**src/rtl/mpu_int_ctrl.sv**
```systemverilog
// rtl/mpu_int_ctrl.sv - fixed-priority interrupt controller between N MPU channels and the main processor
//
// Latches each channel's request word, holds the channel off (en=0) while it
// is pending or in service, and presents one request at a time to the
// processor. Release is by ack or, when TIMEOUT > 0, by auto-commit.
//
// Ports:
//   sys_clk   clock, rising edge
//   sys_rst   synchronous active-high reset
//   irq       per-channel request
//   data      per-channel word, channel c at [c*DATA_W +: DATA_W]
//   en        1 = channel idle and may raise a new request
//   mask      1 = channel excluded from arbitration
//   irq_out   request to processor, high while a channel is in service
//   irq_id    index of in-service channel
//   irq_data  latched word of in-service channel
//   ack       commit from processor
//   timeout   one-cycle pulse after an auto-commit
//   lost      sticky per-channel flag: request arrived while en=0
//   lost_clr  per-bit clear of lost
module mpu_int_ctrl #(
    parameter int N_CH    = 4,
    parameter int DATA_W  = 64,
    parameter int TIMEOUT = 4,
    localparam int ID_W   = (N_CH > 1) ? $clog2(N_CH) : 1
) (
    input  logic                     sys_clk,
    input  logic                     sys_rst,
    input  logic [N_CH-1:0]          irq,
    input  logic [N_CH*DATA_W-1:0]   data,
    output logic [N_CH-1:0]          en,
    input  logic [N_CH-1:0]          mask,
    output logic                     irq_out,
    output logic [ID_W-1:0]          irq_id,
    output logic [DATA_W-1:0]        irq_data,
    input  logic                     ack,
    output logic                     timeout,
    output logic [N_CH-1:0]          lost,
    input  logic [N_CH-1:0]          lost_clr
);

    localparam int CNT_W   = (TIMEOUT > 1) ? $clog2(TIMEOUT) : 1;
    localparam int TO_LAST = (TIMEOUT > 0) ? TIMEOUT - 1 : 0;
    localparam logic [CNT_W-1:0] TO_LAST_C = TO_LAST[CNT_W-1:0];

    logic [N_CH-1:0]   r_pend;
    logic [DATA_W-1:0] r_buf [N_CH];
    logic [N_CH-1:0]   r_lost;
    logic              r_irq_out;
    logic [ID_W-1:0]   r_irq_id;
    logic [DATA_W-1:0] r_irq_data;
    logic              r_timeout;
    logic [CNT_W-1:0]  r_cnt;

    logic [N_CH-1:0]   w_serv_oh;
    logic [N_CH-1:0]   w_en;
    logic [N_CH-1:0]   w_new_req;
    logic [N_CH-1:0]   w_lost_set;
    logic [N_CH-1:0]   w_cand;
    logic              w_sel_any;
    logic [ID_W-1:0]   w_sel_id;
    logic [N_CH-1:0]   w_sel_oh;

    // The in-service channel is encoded by irq_out/irq_id rather than a
    // separate per-channel state bit.
    assign w_serv_oh  = r_irq_out ? (N_CH'(1) << r_irq_id) : '0;
    assign w_en       = ~(r_pend | w_serv_oh);
    assign w_new_req  = irq & w_en;
    assign w_lost_set = irq & ~w_en;

    // Arbitration only happens while nothing is in service.
    assign w_cand = r_pend & ~mask & {N_CH{~r_irq_out}};

    // Lowest index wins: scan downward so the last hit is the smallest.
    always_comb begin
        w_sel_any = 1'b0;
        w_sel_id  = '0;
        for (int c = N_CH - 1; c >= 0; c--) begin
            if (w_cand[c]) begin
                w_sel_any = 1'b1;
                w_sel_id  = ID_W'(c);
            end
        end
    end

    assign w_sel_oh = w_sel_any ? (N_CH'(1) << w_sel_id) : '0;

    always_ff @(posedge sys_clk) begin
        if (sys_rst) begin
            r_pend     <= '0;
            r_lost     <= '0;
            r_irq_out  <= 1'b0;
            r_irq_id   <= '0;
            r_irq_data <= '0;
            r_timeout  <= 1'b0;
            r_cnt      <= '0;
            for (int c = 0; c < N_CH; c++) begin
                r_buf[c] <= '0;
            end
        end else begin
            r_pend <= (r_pend & ~w_sel_oh) | w_new_req;
            for (int c = 0; c < N_CH; c++) begin
                if (w_new_req[c]) begin
                    r_buf[c] <= data[c*DATA_W +: DATA_W];
                end
            end
            // A new loss event overrides a clear on the same edge.
            r_lost    <= (r_lost & ~lost_clr) | w_lost_set;
            r_timeout <= 1'b0;

            if (r_irq_out) begin
                if (ack) begin
                    r_irq_out <= 1'b0;
                end else if (TIMEOUT > 0 && r_cnt == TO_LAST_C) begin
                    r_irq_out <= 1'b0;
                    r_timeout <= 1'b1;
                end else begin
                    r_cnt <= r_cnt + 1'b1;
                end
            end else if (w_sel_any) begin
                r_irq_out  <= 1'b1;
                r_irq_id   <= w_sel_id;
                r_irq_data <= r_buf[w_sel_id];
                r_cnt      <= '0;
            end
        end
    end

    assign en       = w_en;
    assign irq_out  = r_irq_out;
    assign irq_id   = r_irq_id;
    assign irq_data = r_irq_data;
    assign timeout  = r_timeout;
    assign lost     = r_lost;

endmodule

```
**config.mk**
```make
export PLATFORM = sky130hd
export DESIGN_NAME = mpu_int_ctrl
export DESIGN_NICKNAME = d
export VERILOG_FILES = /design/src/rtl/mpu_int_ctrl.sv
export SDC_FILE = /design/constraint.sdc
export NUM_CORES = 1
export LEC_CHECK = 0
export ABC_AREA = 0
export BUFFER_PORTS_ARGS = -buffer_cell sky130_fd_sc_hd__buf_2
export CAP_MARGIN = 20
export CELL_PAD_IN_SITES_DETAIL_PLACEMENT = 1
export CELL_PAD_IN_SITES_GLOBAL_PLACEMENT = 2
export CORE_ASPECT_RATIO = 1.4
export CORE_MARGIN = 1
export CORE_UTILIZATION = 38
export CTS_BUF_LIST = sky130_fd_sc_hd__clkbuf_8 sky130_fd_sc_hd__clkbuf_16
export CTS_CLUSTER_DIAMETER = 40
export DETAILED_ROUTE_END_ITERATION = 10
export PLACE_DENSITY = 0.95
export SLEW_MARGIN = 20
export SYNTH_ARGS = -nofsm -noshare
export SYNTH_HDL_FRONTEND = slang
export SYNTH_SLANG_ARGS = --single-unit
```
**constraint.sdc**
```tcl
create_clock -name sys_clk -period 5.6 [get_ports sys_clk]
set_clock_uncertainty 0.15 [all_clocks]
set_input_delay 0.56 -clock sys_clk [delete_from_list [all_inputs] [get_ports sys_clk]]
set_output_delay 0.56 -clock sys_clk [all_outputs]
set_load 0.005 [all_outputs]
```
==> results.sh, run 1 <==
export IMPL_clockBufferDepth=3
export IMPL_cp_start_kind="flip-flop"
export IMPL_total_power_uw=6820
export IMPL_setup_viol=0
export IMPL_sw_frac_of_total_pct=26.6
export IMPL_routedWlPerCell_um=24.9
export IMPL_power_frac_seq_pct=45.7
export IMPL_die_w_um=163
export IMPL_tns_ns=0
export IMPL_fin_nets=1661
export IMPL_maxCapViolations=0
export IMPL_firstDrtPassIters=5
export IMPL_powerDensity_nw_per_um2=394
export IMPL_clockPowerShare_pct=41.2
export IMPL_finalHoldViolCount=0
export IMPL_vdd_ir_drop_worst_v=0.000216
export IMPL_async_reset_ff_share_pct=0
export IMPL_cts_max_level=2
export IMPL_num_rows=82
export IMPL_power_internal_uw=5010
export IMPL_power_leakage_uw=0.00699
export IMPL_drc=0
export IMPL_cts_sinks=334
export IMPL_io_buffers=346
export IMPL_final_core_util_pct=48.4
export IMPL_gr_usage_all_layers_pct=25.2
export IMPL_min_period_ns=3.13
export IMPL_grt_pass1_wl_um=68400
export IMPL_rsz0062_at_grt="no"
export IMPL_core_um2=35800
export IMPL_antenna_found_initial=11
export IMPL_hpwl_um=28900
export IMPL_initial_core_util_pct=38.5
export IMPL_slew_violations=0
export IMPL_cp_required_ns=5.90
export IMPL_syn_to_final_growth_pct=25.7
export IMPL_fmax_mhz=319
export IMPL_insertion_delay_ns=0.53
export IMPL_final_cell_mix="buf_2, and2_1, edfxtp_1"
export IMPL_via_per_inst=5.58
export IMPL_cts_setup_buffers=0
export IMPL_ys_warn_count=0
export IMPL_wl_um=47300
export IMPL_critPathCaptureType="flip-flop"
export IMPL_final_common_cell="buf_2"
export IMPL_gp_congestion=0.796
export IMPL_overflow=0
export IMPL_clk_pin_slew_ns=0.06
export IMPL_slew_limit_headroom_pct=27.0
export IMPL_syn_area_um2=13800
export IMPL_synth_seq_cells=334
export IMPL_die_area_um2=37000
export IMPL_drt_antenna_violating_nets=0
export IMPL_yosysUniqueCellTypes=43
export IMPL_synthFlopType="edfxtp_1"
export IMPL_die_height_um=227
export IMPL_finalCritPeriodShare_pct=55.9
export IMPL_hold_path_class="primary input to flip-flop"
export IMPL_critPathMaxFanout=28
export IMPL_clock_root_buffer="clkbuf_16"
export IMPL_synthCells=1076
export IMPL_postCtsHoldBufs=0
export IMPL_yosysSeqAreaShare_pct=67.1
export IMPL_cts_resized=0
export IMPL_synth_edf_count=256
export IMPL_numCtsBuffers=42
export IMPL_worst_ep_arrival_time_ns=3.43
export IMPL_syn_nets=1348
export IMPL_drt_initial_drc_count=817
export IMPL_combPwrFrac_pct=13.0
export IMPL_vias=10600
export IMPL_syn_avg_cell_area_um2=12.8
export IMPL_hold_slack_ns=0.0829
export IMPL_cts_tree="built"
export IMPL_timing_worst_setup_path_type="flip-flop to flip-flop"
export IMPL_io_pins=347
export IMPL_first_global_vias=11500
export IMPL_drive_gt1_share_pct=32.5
export IMPL_status="completed"
export IMPL_grt_max_degree=67
export IMPL_worstMarginPinSlew_ns=1.09
export IMPL_p_sw_uw=1810
==> sequential cells by signal, indices dropped and copies added, names as in the netlist <==
signal	cells
r_buf	256
r_cnt	2
irq_id	2
r_pend	4
irq_out	1
lost	4
irq_data	64
timeout	1
==> power groups by stage <==
stage               Clock, uW  Combinational (uW)  Sequential [uW]
floorplan                   0                 485             3120
global placement            0                 845             3150
detailed placement          0                 883             3160
CTS                      2850                 895             3120
global route             2940                 957             3140
finish                   2810                 888             3120
==> per-layer routing <==
metal  wire length, um  part of all wire, %  GRT usage (%)
met1             17700                   37           28.6
met2             25000                   53           45.1
met3              2580                  5.5           3.75
met4              1980                  4.2           13.8
met5                 0                    0              0
==> critical path: stages (launching register included) <==
cell	delay [ns]
dfxtp_2	0.81
inv_1	0.51
nand2_2	0.61
buf_4	0.47
o221ai_1	0.25
a31oi_1	0.25
==> cell type report <==
cell class | count | area, um^2
diodes | 12 | 30.0
flip-flops and latches | 334 | 9250
inverters | 4 | 15.0
clock buffers | 49 | 1170
clock inverters | 28 | 304
repair buffers | 358 | 1820
well taps | 462 | 578
fillers | 3846 | 18500
multi-input cells | 649 | 4150
==> final timing paths <==
path / start / to / slack (ns) / cells after the start
setup / recovery: irq_out$_SDFF_PP0_ / irq_data[53]$_SDFFE_PP0P_ / 2.47 / 5
setup reg to reg: irq_out$_SDFF_PP0_ / irq_data[53]$_SDFFE_PP0P_ / 2.47 / 5
hold / removal: ack / timeout$_SDFF_PP0_ / 0.08 / 2
hold reg to reg: lost[2]$_SDFF_PP0_ / lost[2]$_SDFF_PP0_ / 0.33 / 2
==> cells by family (layout without fill, tap and decap cells) <==
family                     after synthesis  after routing  synth area share [%]
and+or+nand+nor                        412            412                  17.7
other                                    0             12                     0
adders and majority gates                1              1                0.0908
buffers and inverters                   93            439                  3.39
AOI/OAI and AO/OA                      236            236                  11.7
DFF                                    334            334                  67.1
==> through the flow <==
step	setup slack (ns)	std cells	cell area [um^2]
global route	2.40	1895	17300
CTS	2.43	1884	17300
floorplan	2.51	1076	13800
finish	2.47	1896	17300
global placement	2.17	1807	15800
detailed placement	2.10	1807	15800
==> synthesized netlist by cell type, types with 2 or more instances <==
master,n,area share [%]
nor2_2,3,0.14
buf_4,2,0.11
and3_1,2,0.091
o21ai_2,6,0.38
buf_2,41,1.5
a21oi_1,28,1.0
a31oi_1,65,3.0
clkbuf_1,33,0.90
nand3_1,4,0.15
o21ai_0,8,0.29
edfxtp_1,256,56
nand4_1,65,3.0
buf_6,7,0.57
nor2b_1,3,0.14
a31oi_2,2,0.18
nor2_1,4,0.11
dfxtp_1,78,11
nand2_1,57,1.6
and2_1,256,12
nand2b_1,10,0.45
o211ai_1,2,0.11
o221ai_1,64,4.1
clkbuf_2,5,0.18
o21ai_1,54,2.0
inv_1,3,0.082
No activity file was read; power rests on OpenSTA's default activity.
==> inputs of run 2 (changes only) <==
ABC_AREA = 1   (was 0)
CORE_UTILIZATION = 29   (was 38)
PLACE_DENSITY = 0.89   (was 0.95)
clock period = 2.64 ns   (was 5.6 ns; I/O delays follow)
==> results.sh, run 2 <==
export IMPL_critPathCaptureType="flip-flop"
export IMPL_postCtsHoldBufs=267
export IMPL_vias=14200
export IMPL_clockBufferDepth=3
export IMPL_ys_warn_count=0
export IMPL_syn_to_final_growth_pct=46.0
export IMPL_syn_area_um2=15000
export IMPL_overflow=0
export IMPL_syn_avg_cell_area_um2=8.68
export IMPL_power_leakage_uw=0.0105
export IMPL_rsz0062_at_grt="no"
export IMPL_cts_tree="built"
export IMPL_cp_start_kind="flip-flop"
export IMPL_yosys_top_cells_area="edfxtp_1, nor2_1, dfxtp_1"
export IMPL_io_buffers=346
export IMPL_finalHoldViolCount=0
export IMPL_hold_depth=5
export IMPL_synth_seq_cells=334
export IMPL_hold_path_class="primary input to flip-flop"
export IMPL_worstMarginPinSlew_ns=0.964
export IMPL_final_cell_mix="nor2_1, inv_1, buf_2"
export IMPL_status="completed"
export IMPL_cts_sinks=334
export IMPL_powerDensity_nw_per_um2=741
export IMPL_yosysSeqAreaShare_pct=61.7
export IMPL_die_w_um=194
export IMPL_wl_um=61800
export IMPL_via_per_inst=4.66
export IMPL_power_frac_seq_pct=41.0
export IMPL_routedWlPerCell_um=20.3
export IMPL_top_register="r_buf"
export IMPL_drc=0
export IMPL_async_reset_ff_share_pct=0
export IMPL_yosysTopAreaCell="edfxtp_1"
export IMPL_r2r_end="irq_data[10]$_SDFFE_PP0P_"
export IMPL_min_period_ns=2.35
export IMPL_drt_antenna_violating_nets=0
export IMPL_yosysTopAreaCellShare_pct=51.2
export IMPL_clockPowerShare_pct=40.7
export IMPL_p_sw_uw=4840
export IMPL_initial_core_util_pct=29.3
export IMPL_grt_pass1_wl_um=92400
export IMPL_insertion_delay_ns=0.57
export IMPL_hpwl_um=33600
export IMPL_synth_edf_count=256
export IMPL_slew_violations=0
export IMPL_grt_max_degree=66
export IMPL_min_to="r_pend[2]$_SDFF_PP0_"
export IMPL_vdd_ir_drop_worst_v=0.000458
export IMPL_yosysUniqueCellTypes=26
export IMPL_r2r_cells=9
export IMPL_clock_root_buffer="clkbuf_16"
export IMPL_combPwrFrac_pct=18.3
export IMPL_antenna_found_initial=12
export IMPL_setup_viol=0
export IMPL_cts_max_level=2
export IMPL_finalCritPeriodShare_pct=89.1
export IMPL_largest_reg_flops=256
export IMPL_core_um2=51100
export IMPL_sw_frac_of_total_pct=29.8
export IMPL_slew_limit_headroom_pct=35.7
export IMPL_final_core_util_pct=42.8
export IMPL_ff2ff_setup_slack_ns=0.29
export IMPL_syn_nets=2000
export IMPL_die_area_um2=52700
export IMPL_worst_ep_arrival_time_ns=2.68
export IMPL_power_internal_uw=11400
export IMPL_maxCapViolations=0
export IMPL_numCtsBuffers=48
export IMPL_clk_pin_slew_ns=0.06
export IMPL_reg2reg_from="irq_out$_SDFF_PP0_"
export IMPL_io_pins=347
export IMPL_first_global_vias=16200
export IMPL_gp_congestion=0.795
export IMPL_cts_setup_buffers=0
export IMPL_synthFlopType="edfxtp_1"
export IMPL_min_delay_start="mask[2]"
export IMPL_critPathMaxFanout=65
export IMPL_synthCells=1728
export IMPL_timing_worst_setup_path_type="flip-flop to flip-flop"
export IMPL_cp_required_ns=2.97
export IMPL_die_height_um=271
export IMPL_final_common_cell="nor2_1"
export IMPL_drive_gt1_share_pct=20.3
export IMPL_fin_nets=2608
export IMPL_firstDrtPassIters=4
export IMPL_num_rows=98
export IMPL_yosysMostFrequentCell="nor2_1"
export IMPL_cts_resized=0
export IMPL_hold_slack_ns=0.0384
export IMPL_fmax_mhz=425
export IMPL_synthTopCellsByCount="nor2_1, inv_1, edfxtp_1"
export IMPL_drt_initial_drc_count=633
export IMPL_gr_usage_all_layers_pct=23.4
run 2: cell types whose count changed after synthesis, sizes merged, moves of 64 or more:
cell and change:
nor2 +579, inv +403, and2 -256, nand3 +137, a31oi -67, nand4 -65, o221ai -64
run 2: cell type report:
class | count | area, um^2
clock inverter | 40 | 403
tap | 650 | 813
clock buffer | 50 | 1250
antenna | 13 | 32.5
sequential | 334 | 9250
inverter | 407 | 1530
timing repair buffer | 641 | 4790
multi-input combinational | 904 | 3840
fill | 5937 | 29200
run 2: metal layers:
metal	track usage (%)	vias up	wire length (um)
met1	23.3	6878	22000
met5	0	-	13
met4	18.2	2	4690
li1	-	6479	-
met2	42.7	534	32400
met3	4.23	269	2740
run 2: worst max-delay path, cell delays in order, from the launching register on:
cell and delay (ns):
dfxtp_1 0.43, inv_4 0.11, nand3_2 0.14, nand2_4 0.09, inv_2 0.06, buf_4 0.69, nand3_1 0.19, nand3_1 0.18
nor2_1 0.06, nor2_1 0.11
run 2: how the worst max path moves through the flow:
stage	from	endpoint	slack (ns)	depth (start not counted)
6_report	irq_out$_SDFF_PP0_	irq_data[10]$_SDFFE_PP0P_	0.29	9
5_1_grt	irq_out$_SDFF_PP0_	irq_data[10]$_SDFFE_PP0P_	0.14	9
4_1_cts	irq_out$_SDFF_PP0_	en[0]	0.33	4
3_5_place_dp	irq_out$_SDFF_PP0_	irq_data[40]$_SDFFE_PP0P_	0.39	9
3_3_place_gp	irq_out$_SDFF_PP0_	irq_data[0]$_SDFFE_PP0P_	0.51	9
2_1_floorplan	sys_rst	r_buf[2][0]$_SDFFCE_PN0P_	-0.22	4
run 2: kinds of logic after synthesis:
logic type	synth area share, %
AOI/OAI and AO/OA	2.64
adders and majority gates	0.0834
buffers and inverters	13.5
DFF	61.7
and+or+nand+nor	22.1
run 2: per-stage QoR:
stage	setup TNS, ns	cells	worst slack, ns	total power (uW)	cell area [um^2]
global route	0	3037	0.143	16900	21900
finish	0	3039	0.287	16200	21900
global placement	0	2669	0.512	9190	17500
floorplan	-53.25	1728	-0.216	8110	15000
detailed placement	0	2669	0.395	9310	17500
CTS	0	3026	0.334	16200	21900
run 2: power groups by stage:
stage	clock, uW	sequential (uW)	combinational [uW]
after detailed placement	0	6740	2560
after CTS	6670	6640	2890
after global routing	6920	6720	3240
after floorplan	0	6690	1420
final	6600	6660	2970
after global placement	0	6720	2470
==> inputs of run 3 (changes only) <==
CORE_ASPECT_RATIO = unset   (was 1.4)
HOLD_SLACK_MARGIN = 0.06   (was unset)
==> results.sh, run 3 (synthesized netlist as in run 2, its figures left out) <==
export IMPL_dpl_cell_area_um2=17600
export IMPL_overflow=0
export IMPL_grt_pass1_wl_um=93400
export IMPL_first_global_vias=16300
export IMPL_numCtsBuffers=59
export IMPL_r2r_cells=6
export IMPL_via_per_inst=4.63
export IMPL_combPwrFrac_pct=17.3
export IMPL_cp_start_kind="flip-flop"
export IMPL_vdd_ir_drop_worst_v=0.000571
export IMPL_vias=14300
export IMPL_timing_worst_setup_path_type="flip-flop to primary output"
export IMPL_finalHoldViolCount=0
export IMPL_clk_pin_slew_ns=0.06
export IMPL_grt_max_degree=66
export IMPL_drive_gt1_share_pct=20.6
export IMPL_cts_max_level=2
export IMPL_drt_initial_drc_count=760
export IMPL_reg2reg_from="irq_out$_SDFF_PP0_"
export IMPL_antenna_found_initial=7
export IMPL_powerDensity_nw_per_um2=774
export IMPL_wl_um=62400
export IMPL_die_area_um2=52600
export IMPL_fin_nets=2626
export IMPL_firstDrtPassIters=5
export IMPL_min_period_ns=2.31
export IMPL_clock_root_buffer="clkbuf_16"
export IMPL_drt_antenna_violating_nets=0
export IMPL_routedWlPerCell_um=20.3
export IMPL_core_um2=50600
export IMPL_die_w_um=229
export IMPL_power_leakage_uw=0.0108
export IMPL_ff2ff_setup_slack_ns=0.40
export IMPL_worst_ep_arrival_time_ns=1.90
export IMPL_fmax_mhz=433
export IMPL_postCtsHoldBufs=273
export IMPL_hold_path_class="primary input to flip-flop"
export IMPL_clockBufferDepth=3
export IMPL_cts_setup_buffers=0
export IMPL_drc=0
export IMPL_p_sw_uw=4960
export IMPL_rsz0062_at_grt="no"
export IMPL_final_common_cell="nor2_1"
export IMPL_slew_violations=0
export IMPL_critPathMaxFanout=9
export IMPL_cts_resized=0
export IMPL_top_register="r_buf"
export IMPL_power_internal_uw=12300
export IMPL_setup_viol=0
export IMPL_cts_sinks=334
export IMPL_finalCritPeriodShare_pct=87.5
export IMPL_gr_usage_all_layers_pct=23.5
export IMPL_final_cell_mix="nor2_1, inv_1, buf_2"
export IMPL_cp_startpoint="irq_out$_SDFF_PP0_"
export IMPL_sw_frac_of_total_pct=28.7
export IMPL_clockPowerShare_pct=44.1
export IMPL_worstMarginPinSlew_ns=0.578
export IMPL_cts_tree="built"
export IMPL_status="completed"
export IMPL_io_buffers=346
export IMPL_die_height_um=229
export IMPL_cp_required_ns=2.23
export IMPL_critPathCaptureType="primary output"
export IMPL_r2r_end="r_pend[0]$_SDFF_PP0_"
export IMPL_gp_congestion=0.773
export IMPL_stdcell_area_um2=22400
export IMPL_crit_end="en[0]"
export IMPL_insertion_delay_ns=0.61
export IMPL_slew_limit_headroom_pct=61.4
export IMPL_syn_to_final_growth_pct=49.0
export IMPL_io_pins=347
export IMPL_total_power_uw=17300
export IMPL_power_frac_seq_pct=38.6
export IMPL_hpwl_um=33900
export IMPL_num_rows=82
export IMPL_largest_reg_flops=256
export IMPL_initial_core_util_pct=29.7
export IMPL_maxCapViolations=0
## run 3: power by group through the flow
stage | Combinational (uW) | Sequential [uW] | Clock (uW)
6_report | 3000 | 6670 | 7640
5_1_grt | 3270 | 6720 | 7960
4_1_cts | 2910 | 6650 | 7710
3_5_place_dp | 2570 | 6740 | 0
3_3_place_gp | 2490 | 6710 | 0
2_1_floorplan | 1420 | 6690 | 0
## run 3: through the flow
| stage | setup TNS (ns) | cells | hold WS, ns | worst slack, ns | util (%) |
|---|---|---|---|---|---|
| 2_1_floorplan | -53.25 | 1728 | 0.190 | -0.216 | - |
| 3_3_place_gp | 0 | 2692 | 0.302 | 0.618 | 34.8 |
| 3_5_place_dp | 0 | 2692 | 0.312 | 0.519 | 34.8 |
| 4_1_cts | 0 | 3077 | 0.0719 | 0.292 | 44.2 |
| 5_1_grt | 0 | 3082 | 0.104 | 0.243 | 44.2 |
| 6_report | 0 | 3083 | 0.103 | 0.331 | 44.2 |
## run 3: per-layer routing
metal	vias to the layer above	GRT usage (%)	wire length, um
met5	-	0	13
met4	2	11.2	2350
met3	170	4.10	3390
met2	559	43.5	32700
met1	7013	25.7	23900
li1	6516	-	-
## run 3: worst min path at each step
stage	from	to	slack [ns]	depth (start not counted)
floorplan	ack	timeout$_SDFF_PP0_	0.19	1
finish	irq[0]	r_buf[0][34]$_SDFFCE_PN0P_	0.10	3
detailed placement	lost[3]$_SDFF_PP0_	lost[3]$_SDFF_PP0_	0.31	2
global route	irq[0]	r_buf[0][34]$_SDFFCE_PN0P_	0.10	3
global placement	r_cnt[1]$_SDFFE_PP0P_	r_cnt[1]$_SDFFE_PP0P_	0.30	2
CTS	irq[0]	r_buf[0][34]$_SDFFCE_PN0P_	0.07	3
## run 3: area by class of cell
type                            instances  area [um^2]
Fill cell                            5875        28200
Sequential cell                       334         9250
Timing Repair Buffer                  648         4880
Multi-Input combinational cell        904         3840
Clock buffer                           67         1610
Inverter                              407         1530
Tap cell                              672          841
Clock inverter                         45          389
Antenna cell                            6         15.0
## run 3: worst max-delay path: stages (launching register included)
cell and delay (ns):
dfxtp_1 0.45, inv_4 0.12, o31ai_2 0.37, inv_1 0.18
buf_2 0.19
